$ cat config.mk
export PLATFORM = sky130hd
export DESIGN_NAME = pwm_multi
export DESIGN_NICKNAME = d
export VERILOG_FILES = /design/src/rtl/pwm_multi_pkg.sv /design/src/rtl/pwm_chan.sv /design/src/rtl/pwm_multi.sv
export SDC_FILE = /design/constraint.sdc
export NUM_CORES = 1
export LEC_CHECK = 0
export BUFFER_PORTS_ARGS = -buffer_cell sky130_fd_sc_hd__buf_2
export CAP_MARGIN = 10
export CORE_MARGIN = 2
export CORE_UTILIZATION = 50
export DETAILED_ROUTE_END_ITERATION = 8
export GPL_TIMING_DRIVEN = 0
export PLACE_DENSITY = 0.69
export SYNTH_ARGS = -nofsm -noshare
export SYNTH_HDL_FRONTEND = slang
export SYNTH_SLANG_ARGS = --single-unit
$ cat constraint.sdc
create_clock -name clk -period 3.5 [get_ports clk]
set_input_delay 0.7 -clock clk [delete_from_list [all_inputs] [get_ports clk]]
set_output_delay 0.7 -clock clk [all_outputs]
set_load 0.02 [all_outputs]
$ cat src/rtl/pwm_multi_pkg.sv
// -----------------------------------------------------------------------------
// pwm_multi_pkg
//   Shared definitions for the multi-channel PWM generator.
//   - Default parameter values for pwm_multi / pwm_chan.
//   - clamp_u32 : duty clamp helper (values zero-extended to 32 bits).
//   - duty_lsb  : LSB position of channel ch inside the packed duty bus.
// -----------------------------------------------------------------------------
package pwm_multi_pkg;

    localparam int unsigned DEF_CH           = 4;
    localparam int unsigned DEF_CW           = 16;
    localparam int unsigned DEF_PERIOD_RST   = 32'h0000_FFFF;
    localparam int unsigned DEF_MIN_DUTY     = 256;
    localparam int unsigned DEF_MAX_DUTY     = 65535;
    localparam int unsigned DEF_WDOG_PERIODS = 50;

    // Clamp v into [lo, hi]; lo takes priority if the bounds are inverted.
    function automatic logic [31:0] clamp_u32(input logic [31:0] v,
                                              input logic [31:0] lo,
                                              input logic [31:0] hi);
        logic [31:0] r;
        r = v;
        if (r > hi) r = hi;
        if (r < lo) r = lo;
        return r;
    endfunction

    // Channel ch occupies bits [ch*cw +: cw] of the packed duty bus.
    function automatic int unsigned duty_lsb(input int unsigned ch,
                                             input int unsigned cw);
        return ch * cw;
    endfunction

endpackage

$ cat src/rtl/pwm_chan.sv
// -----------------------------------------------------------------------------
// pwm_chan
//   One PWM channel: duty shadow register, active duty register, pending flag,
//   clamp and registered compare against the shared period counter.
//
// Ports
//   clk, rst_n    clock, asynchronous active-low reset
//   i_arm         1 = outputs enabled and duty clamped, 0 = effective duty 0
//   i_force_off   forces the effective duty to 0 (watchdog)
//   i_wrap        high on the cycle the shared counter equals the period
//   i_cnt         shared period counter
//   i_duty        new duty value
//   i_duty_we     single-cycle write strobe for i_duty
//   o_pend        shadow holds a value not yet transferred
//   o_pwm         registered PWM output
// -----------------------------------------------------------------------------
module pwm_chan
    import pwm_multi_pkg::*;
#(
    parameter int unsigned CW       = DEF_CW,
    parameter int unsigned MIN_DUTY = DEF_MIN_DUTY,
    parameter int unsigned MAX_DUTY = DEF_MAX_DUTY
) (
    input  logic          clk,
    input  logic          rst_n,
    input  logic          i_arm,
    input  logic          i_force_off,
    input  logic          i_wrap,
    input  logic [CW-1:0] i_cnt,
    input  logic [CW-1:0] i_duty,
    input  logic          i_duty_we,
    output logic          o_pend,
    output logic          o_pwm
);

    logic [CW-1:0] r_duty_sh;
    logic [CW-1:0] r_duty_act;
    logic          r_pend;
    logic          r_pwm;
    logic [CW-1:0] w_eff;

    // Shadow: last write before the wrap wins.
    always_ff @(posedge clk or negedge rst_n) begin
        if (!rst_n) begin
            r_duty_sh <= '0;
        end else if (i_duty_we) begin
            r_duty_sh <= i_duty;
        end
    end

    // A strobe on the wrap cycle itself wins over the clear, so that value
    // stays pending for the following wrap.
    always_ff @(posedge clk or negedge rst_n) begin
        if (!rst_n) begin
            r_pend <= 1'b0;
        end else if (i_duty_we) begin
            r_pend <= 1'b1;
        end else if (i_wrap) begin
            r_pend <= 1'b0;
        end
    end

    // Active duty only changes at the period boundary: no runt pulses.
    always_ff @(posedge clk or negedge rst_n) begin
        if (!rst_n) begin
            r_duty_act <= '0;
        end else if (i_wrap && r_pend) begin
            r_duty_act <= r_duty_sh;
        end
    end

    // Arm and force-off act immediately, not at the boundary.
    always_comb begin
        w_eff = '0;
        if (i_arm && !i_force_off) begin
            w_eff = CW'(clamp_u32(32'(r_duty_act), 32'(MIN_DUTY), 32'(MAX_DUTY)));
        end
    end

    // eff > period gives a constant-high output since cnt never reaches eff.
    always_ff @(posedge clk or negedge rst_n) begin
        if (!rst_n) begin
            r_pwm <= 1'b0;
        end else begin
            r_pwm <= (i_cnt < w_eff);
        end
    end

    assign o_pend = r_pend;
    assign o_pwm  = r_pwm;

endmodule

$ cat src/rtl/pwm_multi.sv
// -----------------------------------------------------------------------------
// pwm_multi
//   Multi-channel PWM generator with one shared period counter. Period and
//   per-channel duty are double-buffered and transfer at the period wrap.
//   Optional command watchdog compiled in with macro PWM_MULTI_WATCHDOG_EN.
//
// Ports
//   clk, rst_n      clock, asynchronous active-low reset
//   i_arm           level; 1 enables outputs and duty clamping
//   i_period_in     new period value (period length = value+1, 0 stored as 1)
//   i_period_we     single-cycle write strobe for i_period_in
//   i_duty_in       packed duties, channel i in bits [i*CW +: CW]
//   i_duty_we       per-channel duty write strobes
//   o_pwm_out       registered PWM outputs
//   o_period_tick   high on the wrap cycle (cnt == active period)
//   o_busy          any shadow write pending
//   o_wdog_fault    watchdog tripped (0 when the watchdog is compiled out)
// -----------------------------------------------------------------------------
module pwm_multi
    import pwm_multi_pkg::*;
#(
    parameter int unsigned CH           = DEF_CH,
    parameter int unsigned CW           = DEF_CW,
    parameter int unsigned PERIOD_RST   = DEF_PERIOD_RST,
    parameter int unsigned MIN_DUTY     = DEF_MIN_DUTY,
    parameter int unsigned MAX_DUTY     = DEF_MAX_DUTY,
    parameter int unsigned WDOG_PERIODS = DEF_WDOG_PERIODS
) (
    input  logic             clk,
    input  logic             rst_n,
    input  logic             i_arm,
    input  logic [CW-1:0]    i_period_in,
    input  logic             i_period_we,
    input  logic [CH*CW-1:0] i_duty_in,
    input  logic [CH-1:0]    i_duty_we,
    output logic [CH-1:0]    o_pwm_out,
    output logic             o_period_tick,
    output logic             o_busy,
    output logic             o_wdog_fault
);

    localparam logic [CW-1:0] PERIOD_RST_V = CW'(PERIOD_RST);

    // Elaboration-time parameter sanity checks.
    if (WDOG_PERIODS == 0) begin : g_bad_wdog
        $error("pwm_multi: WDOG_PERIODS must be at least 1");
    end
    if (MIN_DUTY > MAX_DUTY) begin : g_bad_clamp
        $error("pwm_multi: MIN_DUTY must not exceed MAX_DUTY");
    end

    logic [CW-1:0] r_cnt;
    logic [CW-1:0] r_period_act;
    logic [CW-1:0] r_period_sh;
    logic          r_pend_p;
    logic          w_wrap;
    logic          w_force_off;
    logic [CH-1:0] w_pend;

    assign w_wrap = (r_cnt == r_period_act);

    always_ff @(posedge clk or negedge rst_n) begin
        if (!rst_n) begin
            r_cnt <= '0;
        end else if (w_wrap) begin
            r_cnt <= '0;
        end else begin
            r_cnt <= r_cnt + 1'b1;
        end
    end

    // A zero period would never let the outputs toggle; store it as 1.
    always_ff @(posedge clk or negedge rst_n) begin
        if (!rst_n) begin
            r_period_sh <= PERIOD_RST_V;
        end else if (i_period_we) begin
            r_period_sh <= (i_period_in == '0) ? CW'(1) : i_period_in;
        end
    end

    always_ff @(posedge clk or negedge rst_n) begin
        if (!rst_n) begin
            r_pend_p <= 1'b0;
        end else if (i_period_we) begin
            r_pend_p <= 1'b1;
        end else if (w_wrap) begin
            r_pend_p <= 1'b0;
        end
    end

    always_ff @(posedge clk or negedge rst_n) begin
        if (!rst_n) begin
            r_period_act <= PERIOD_RST_V;
        end else if (w_wrap && r_pend_p) begin
            r_period_act <= r_period_sh;
        end
    end

`ifdef PWM_MULTI_WATCHDOG_EN
    localparam int unsigned WD_W = $clog2(WDOG_PERIODS + 1);

    logic [WD_W-1:0] r_wd_cnt;
    logic            r_wdog_fault;
    logic            r_wd_mask;
    logic            w_duty_any;
    logic            w_wd_trip;

    assign w_duty_any = |i_duty_we;
    assign w_wd_trip  = !w_duty_any && w_wrap &&
                        (r_wd_cnt == WD_W'(WDOG_PERIODS - 1));

    // Whole periods since the last duty write, saturating at the trip value.
    always_ff @(posedge clk or negedge rst_n) begin
        if (!rst_n) begin
            r_wd_cnt     <= '0;
            r_wdog_fault <= 1'b0;
        end else if (w_duty_any) begin
            r_wd_cnt     <= '0;
            r_wdog_fault <= 1'b0;
        end else if (w_wrap) begin
            if (r_wd_cnt != WD_W'(WDOG_PERIODS)) begin
                r_wd_cnt <= r_wd_cnt + 1'b1;
            end
            if (w_wd_trip) begin
                r_wdog_fault <= 1'b1;
            end
        end
    end

    // Outputs stay off until the first wrap after the fault has cleared, so a
    // recovering channel always restarts on a period boundary.
    always_ff @(posedge clk or negedge rst_n) begin
        if (!rst_n) begin
            r_wd_mask <= 1'b0;
        end else if (w_wd_trip) begin
            r_wd_mask <= 1'b1;
        end else if (w_wrap && !r_wdog_fault) begin
            r_wd_mask <= 1'b0;
        end
    end

    assign w_force_off  = r_wd_mask;
    assign o_wdog_fault = r_wdog_fault;
`else
    assign w_force_off  = 1'b0;
    assign o_wdog_fault = 1'b0;
`endif

    for (genvar g = 0; g < CH; g++) begin : g_chan
        localparam int unsigned LSB = duty_lsb(g, CW);

        pwm_chan #(
            .CW       (CW),
            .MIN_DUTY (MIN_DUTY),
            .MAX_DUTY (MAX_DUTY)
        ) u_chan (
            .clk         (clk),
            .rst_n       (rst_n),
            .i_arm       (i_arm),
            .i_force_off (w_force_off),
            .i_wrap      (w_wrap),
            .i_cnt       (r_cnt),
            .i_duty      (i_duty_in[LSB +: CW]),
            .i_duty_we   (i_duty_we[g]),
            .o_pend      (w_pend[g]),
            .o_pwm       (o_pwm_out[g])
        );
    end

    assign o_period_tick = w_wrap;
    assign o_busy        = r_pend_p | (|w_pend);

endmodule

Word level (Yosys, flattened, before mapping)

Cells that the tools add are included.

Bits of input ports: 88
Logic and storage cells: 59
Flip-flop bits (word level): 185
Output and inout bits: 7

Equal/unequal tests: 1
Bitwise gates (word level): 1
Order comparisons: 8
Add/sub/neg operators: 1
Mux-type cells: 16
Reduce and logical (&&, ||, !) cells: 12

Operator list:

| operator                                                               | number |
|---|---|
| 16-bit two-way mux                                                     | 10 |
| 16-bit < comparator                                                    | 4 |
| 16-bit by 9-bit < comparator with 1-bit output (second input constant) | 4 |
| 16-bit by 1-bit adder with 16-bit output (second input constant)       | 1 |
| 16-bit == test                                                         | 1 |
| 16-bit logical NOT                                                     | 1 |
| 2-bit nonzero test                                                     | 5 |
| 1-bit two-way mux                                                      | 6 |
| 1-bit logical AND                                                      | 5 |
| 4-bit OR reduction                                                     | 1 |
| 1-bit OR                                                               | 1 |

Logic depth before layout (Yosys ltp)

Depth in word-level cells: 4
Mapped depth: 11
Depth with buffers taken out: 10

Hierarchy

Synthesis repeated with hierarchy kept, for this count alone.

Cell total of the unflattened synthesis: 694
Area, all modules: 9132.5 um^2

Modules (own cells, without submodules):

| module    | area an instance (um^2) | instances | cells an instance | sequential area each (um^2) |
|---|---|---|---|---|
| pwm_chan  | 1714.1                  | 4         | 130               | 850.8 |
| pwm_multi | 2275.9                  | 1         | 174               | 1266.2 |

Worst setup path before layout

No wires, ideal clock.

Kind: input-to-reg
From: input port i_arm
To: register g_chan[1].u_chan.r_pwm
Library setup time: 125 ps
Arrival: 2488 ps
Setup slack: 887 ps
Required time: 3375 ps
Stages on the path: 9
Cell sequence: clkbuf_1 -> nor2b_1 -> nand2_1 -> ha_1 -> a21oi_1 -> o21ai_0 -> a211oi_1 -> a2111oi_0 -> a2111oi_0

Cells in the longest elaborated chain, start to end: 2

RTL lines:

| element              | line            | RTL |
|---|---|---|
| start, declared      | pwm_multi.sv:31 | `input logic i_arm,` |
| 16-bit two-way mux   | pwm_chan.sv:75  | `if (i_arm && !i_force_off) begin` |
| 16-bit < comparator  | pwm_chan.sv:85  | `r_pwm <= (i_cnt < w_eff);` |
| end signal, assigned | pwm_chan.sv:85  |  |
| end, declared        | pwm_chan.sv:39  | `logic r_pwm;` |

No other way between the ends.
A chain may end at the register's enable or synchronous reset.

Worst setup path in the final report

From: register r_cnt[13]
To: output port o_period_tick

Cells in the longest elaborated chain, start to end: 1

RTL lines:

| element                | line            | RTL |
|---|---|---|
| start, declared        | pwm_multi.sv:52 | `logic [CW-1:0] r_cnt;` |
| start signal, assigned | pwm_multi.sv:68 | `r_cnt <= r_cnt + 1'b1;` |
| 16-bit == test         | pwm_multi.sv:60 | `assign w_wrap = (r_cnt == r_period_act);` |
| end, declared          | pwm_multi.sv:37 | `output logic o_period_tick,` |

No other way between the ends.

==> run_results.csv <==
group,metric,value,unit
power,combPwrFrac,28.5,%
clock_network,cts_made_buffers,17,
clock_network,clkSinkCount,185,
sta,max_freq,301,MHz
run_status,status,"complete, no violations",
worst_setup_path,crit_family,"buffers and inverters",
synth,synthCells,684,
sta,setup_violations,0,
sta,max_slew_margin,55.8,%
worst_setup_path,crit_start,"r_cnt[13]$_DFF_PN0_",
worst_setup_path,reg2regPathDepth,10,
synth,synthArstFlopShare,100,%
grt,grt_max_degree,109,
worst_setup_path,path_max_fanout,10,
worst_setup_path,start_kind,"flip-flop",
layout,drive_gt1_share,41.2,%
synth,yosysWarnings,0,
clock_network,clkTransAtPathRegs,0.07,ns
die,die_x,137,um
worst_setup_path,reg2reg_to,"g_chan[1].u_chan.o_pwm$_DFF_PN0_",
clock_network,holdBufCountCts,0,
worst_setup_path,crit_required,2.80,ns
layout,flow.area_growth_from_synthesis,14.9,%
worst_setup_path,crit_path_end,"o_period_tick",
drt,first_pass_iters,5,
drt,wl,19.0,mm
placement,gp_congestion,0.823,
worst_setup_path,r2r-start,"g_chan[1].u_chan.r_duty_act[11]$_DFFE_PN0P_",
synth,synth_area_per_cell,13.0,sq um
sta,period_needed,3.32,ns
clock_network,cts_tree,"built",
sta,skew,0.00867,ns
die,core,17400,sq um
worst_setup_path,worst_ep_arrival_time,2.62,ns
clock_network,clock_tree.root_cell,"clkbuf_16",
worst_setup_path,cp-end-kind,"output pin",
drt,antenna_left,0,
grt,antenna_found_initial,0,
drt,via_per_inst,5.58,
layout,nets,941,
grt,grt_pass1_vias,6103,
die,dieArea,18800,sq um
power,vdd_drop_max,386,uV
placement,post-dp-hpwl,13.7,mm
worst_setup_path,crit_buf_inv,3,
power,internal_power,4890,uW
grt,grt_usage,21.7,%
sta,finalHoldViolCount,0,
power,p_switching,2270,uW
clock_network,clockBufferDepth,2,
job,maxCapViolations,0,
synth,synth_fp_nets,833,
layout,antennaDiodeCount,0,
power,swShare,31.6,%
power,power.density,702,nW/um^2
die,start_util,51.2,%
placement,io_buffer_count,87,
die,fp.dieH,137,um
min_path,min_path_type,"primary input to asynchronous set/reset pin",
synth,ys_seq_area_share,52.6,%
drt,drcViolationCount,0,
grt,grt_first_pass_wirelength,30.8,mm
worst_setup_path,r2r_slack,0.42,ns
power,clkPwrFrac,25.5,%
layout,fin_util,58.8,%
power,power_frac_seq,46.0,%
worst_setup_path,crit_cells,6,
grt,grt_overflow_total,0,
die,rows,48,
power,cellLeakagePower,0.00472,uW
synth,yosysUniqueCellTypes,39,
worst_setup_path,critPathKind,"flip-flop to output pin",
worst_setup_path,cpPeakStageDelay,0.54,ns
sta,slew_violations,0,
worst_setup_path,crit_chain,"xnor2_1, nand4_1, nor4_4, buf_6, clkbuf_1, buf_2",
sta,grt_setup_unrepaired,"false",
drt,drt_first_iter_violations,298,
clock_network,cts_max_level,4,
sta,worstMarginPinSlew,0.663,ns
sta,min_period_over_period,95.0,%
clock_network,insertion_delay,0.44,ns
die,io_pins,95,
worst_setup_path,crit_path_top_delay_cell,"dfrtp_1",
drt,wire_per_inst,18.5,um
power,p_total,7160,uW
drt,via_count,5747,
synth,netlist_area,8880,sq um
synth,ys_seq_elements,185,
synth,ys.flop_type,"dfrtp_1",
synth,synth_edf_count,0,
[logic make-up after synthesis]
logic type	count (synthesis)	share of synthesized area, %
adder cells (fa/ha/maj)	61	8.60
other	1	0.0422
buffers and inverters	30	1.87
AND/OR/NAND/NOR	151	8.22
flip-flops	185	52.6
AO/OA/AOI/OAI	67	5.13
XOR/XNOR	30	2.96
multiplexers	159	20.6
[placed cells by master (no fill, tap or decap), types with 2 or more instances in the layout]
| cell type | n |
|---|---|
| mux2_2 | 149 |
| dfrtp_1 | 149 |
| buf_2 | 86 |
| nand2_1 | 68 |
| ha_1 | 61 |
| dfstp_2 | 32 |
| nor2_1 | 27 |
| xnor2_1 | 23 |
| a21o_1 | 18 |
| clkbuf_1 | 17 |
| clkbuf_16 | 17 |
| nand4_1 | 14 |
| a21oi_1 | 14 |
| o21ai_0 | 13 |
| mux2_4 | 10 |
| buf_4 | 10 |
| or4_1 | 7 |
| xor2_1 | 7 |
| nor2b_1 | 6 |
| a41oi_1 | 6 |
| a2111oi_0 | 6 |
| inv_4 | 6 |
| nor3_1 | 5 |
| nor4_1 | 4 |
| nand3_1 | 4 |
| a211oi_1 | 4 |
| nand3b_1 | 4 |
| nand2_2 | 4 |
| dfrtp_2 | 4 |
| and3_1 | 3 |
| o211a_1 | 3 |
| clkinv_2 | 3 |
| or3_1 | 2 |
| inv_1 | 2 |
| a31oi_1 | 2 |
| buf_8 | 2 |
| clkbuf_8 | 2 |
[per-stage QoR]
step / instances / setup TNS [ns] / setup WS, ns / cell area [sq um] / hold slack [ns]
floorplan: 684 / 0 / 0.887 / 8880 / 0.404
global placement: 996 / -135.53 / -0.896 / 9600 / 0.489
detailed placement: 997 / -0.0170 / -0.0170 / 9630 / 0.494
CTS: 1030 / 0 / 0.125 / 10200 / 0.250
global route: 1030 / 0 / 0.0239 / 10200 / 0.286
finish: 1030 / 0 / 0.175 / 10200 / 0.250
[worst min-delay path by stage]
stage                                                          start                                          end  slack, ns
after floorplan                                                rst_n          g_chan[0].u_chan.o_pend$_DFFE_PN0P_       0.40
after global placement     g_chan[0].u_chan.r_duty_sh[4]$_DFFE_PN0P_   g_chan[0].u_chan.r_duty_act[4]$_DFFE_PN0P_       0.49
after detailed placement  g_chan[3].u_chan.r_duty_sh[14]$_DFFE_PN0P_  g_chan[3].u_chan.r_duty_act[14]$_DFFE_PN0P_       0.49
after CTS                                                      rst_n    g_chan[1].u_chan.r_duty_sh[3]$_DFFE_PN0P_       0.25
after global routing                                           rst_n    g_chan[1].u_chan.r_duty_sh[1]$_DFFE_PN0P_       0.29
final                                                          rst_n    g_chan[1].u_chan.r_duty_sh[3]$_DFFE_PN0P_       0.25
[power groups by stage]
| stage | clock network (uW) | logic, uW | registers [uW] |
|---|---|---|---|
| 3_3_place_gp | 0 | 1860 | 3310 |
| 3_5_place_dp | 0 | 2010 | 3330 |
| 2_1_floorplan | 0 | 1580 | 3100 |
| 5_1_grt | 1960 | 2290 | 3360 |
| 6_report | 1830 | 2040 | 3290 |
| 4_1_cts | 1870 | 2040 | 3290 |
[cells in the mapped netlist, types with 9 or more instances]
cell type	number	area, sq um
dfrtp_1	153	3830
mux2_2	149	1680
nand2_1	68	255
ha_1	61	763
dfstp_2	32	841
nor2_1	27	101
xnor2_1	23	201
a21o_1	18	135
clkbuf_1	15	56.3
a21oi_1	14	70.1
nand4_1	14	87.6
o21ai_0	13	65.1
mux2_4	10	150
buf_4	9	67.6
[flip-flops by register name, indices dropped and copies added (netlist names)]
| signal | flops |
|---|---|
| g_chan.u_chan.r_duty_act | 64 |
| g_chan.u_chan.r_duty_sh | 64 |
| g_chan.u_chan.o_pwm | 4 |
| g_chan.u_chan.o_pend | 4 |
| r_period_sh | 16 |
| r_cnt | 16 |
| r_period_act | 16 |
| r_pend_p | 1 |
[per-layer routing]
metal	wire length, um	GRT usage, %	up-vias
met2	9770	36.8	122
li1	-	-	2677
met4	274	7.79	0
met1	8250	27.7	2929
met5	0	0	-
met3	736	4.19	19
[timing repair]
item,in CTS,in global routing
cloned,0,0
setup endpoints to repair,1,1
resized for setup,3,1
setup buffers,1,0
pin swaps,1,0
[final cells by class]
class / count / area [sq um]
Fill cell: 1401 / 7160
Sequential cell: 185 / 4670
Multi-Input combinational cell: 469 / 4040
Timing Repair Buffer: 89 / 480
Clock buffer: 21 / 460
Tap cell: 225 / 282
Buffer: 28 / 159
Clock inverter: 11 / 91.3
Inverter: 2 / 7.51
Power figures use the tool's default switching activity.
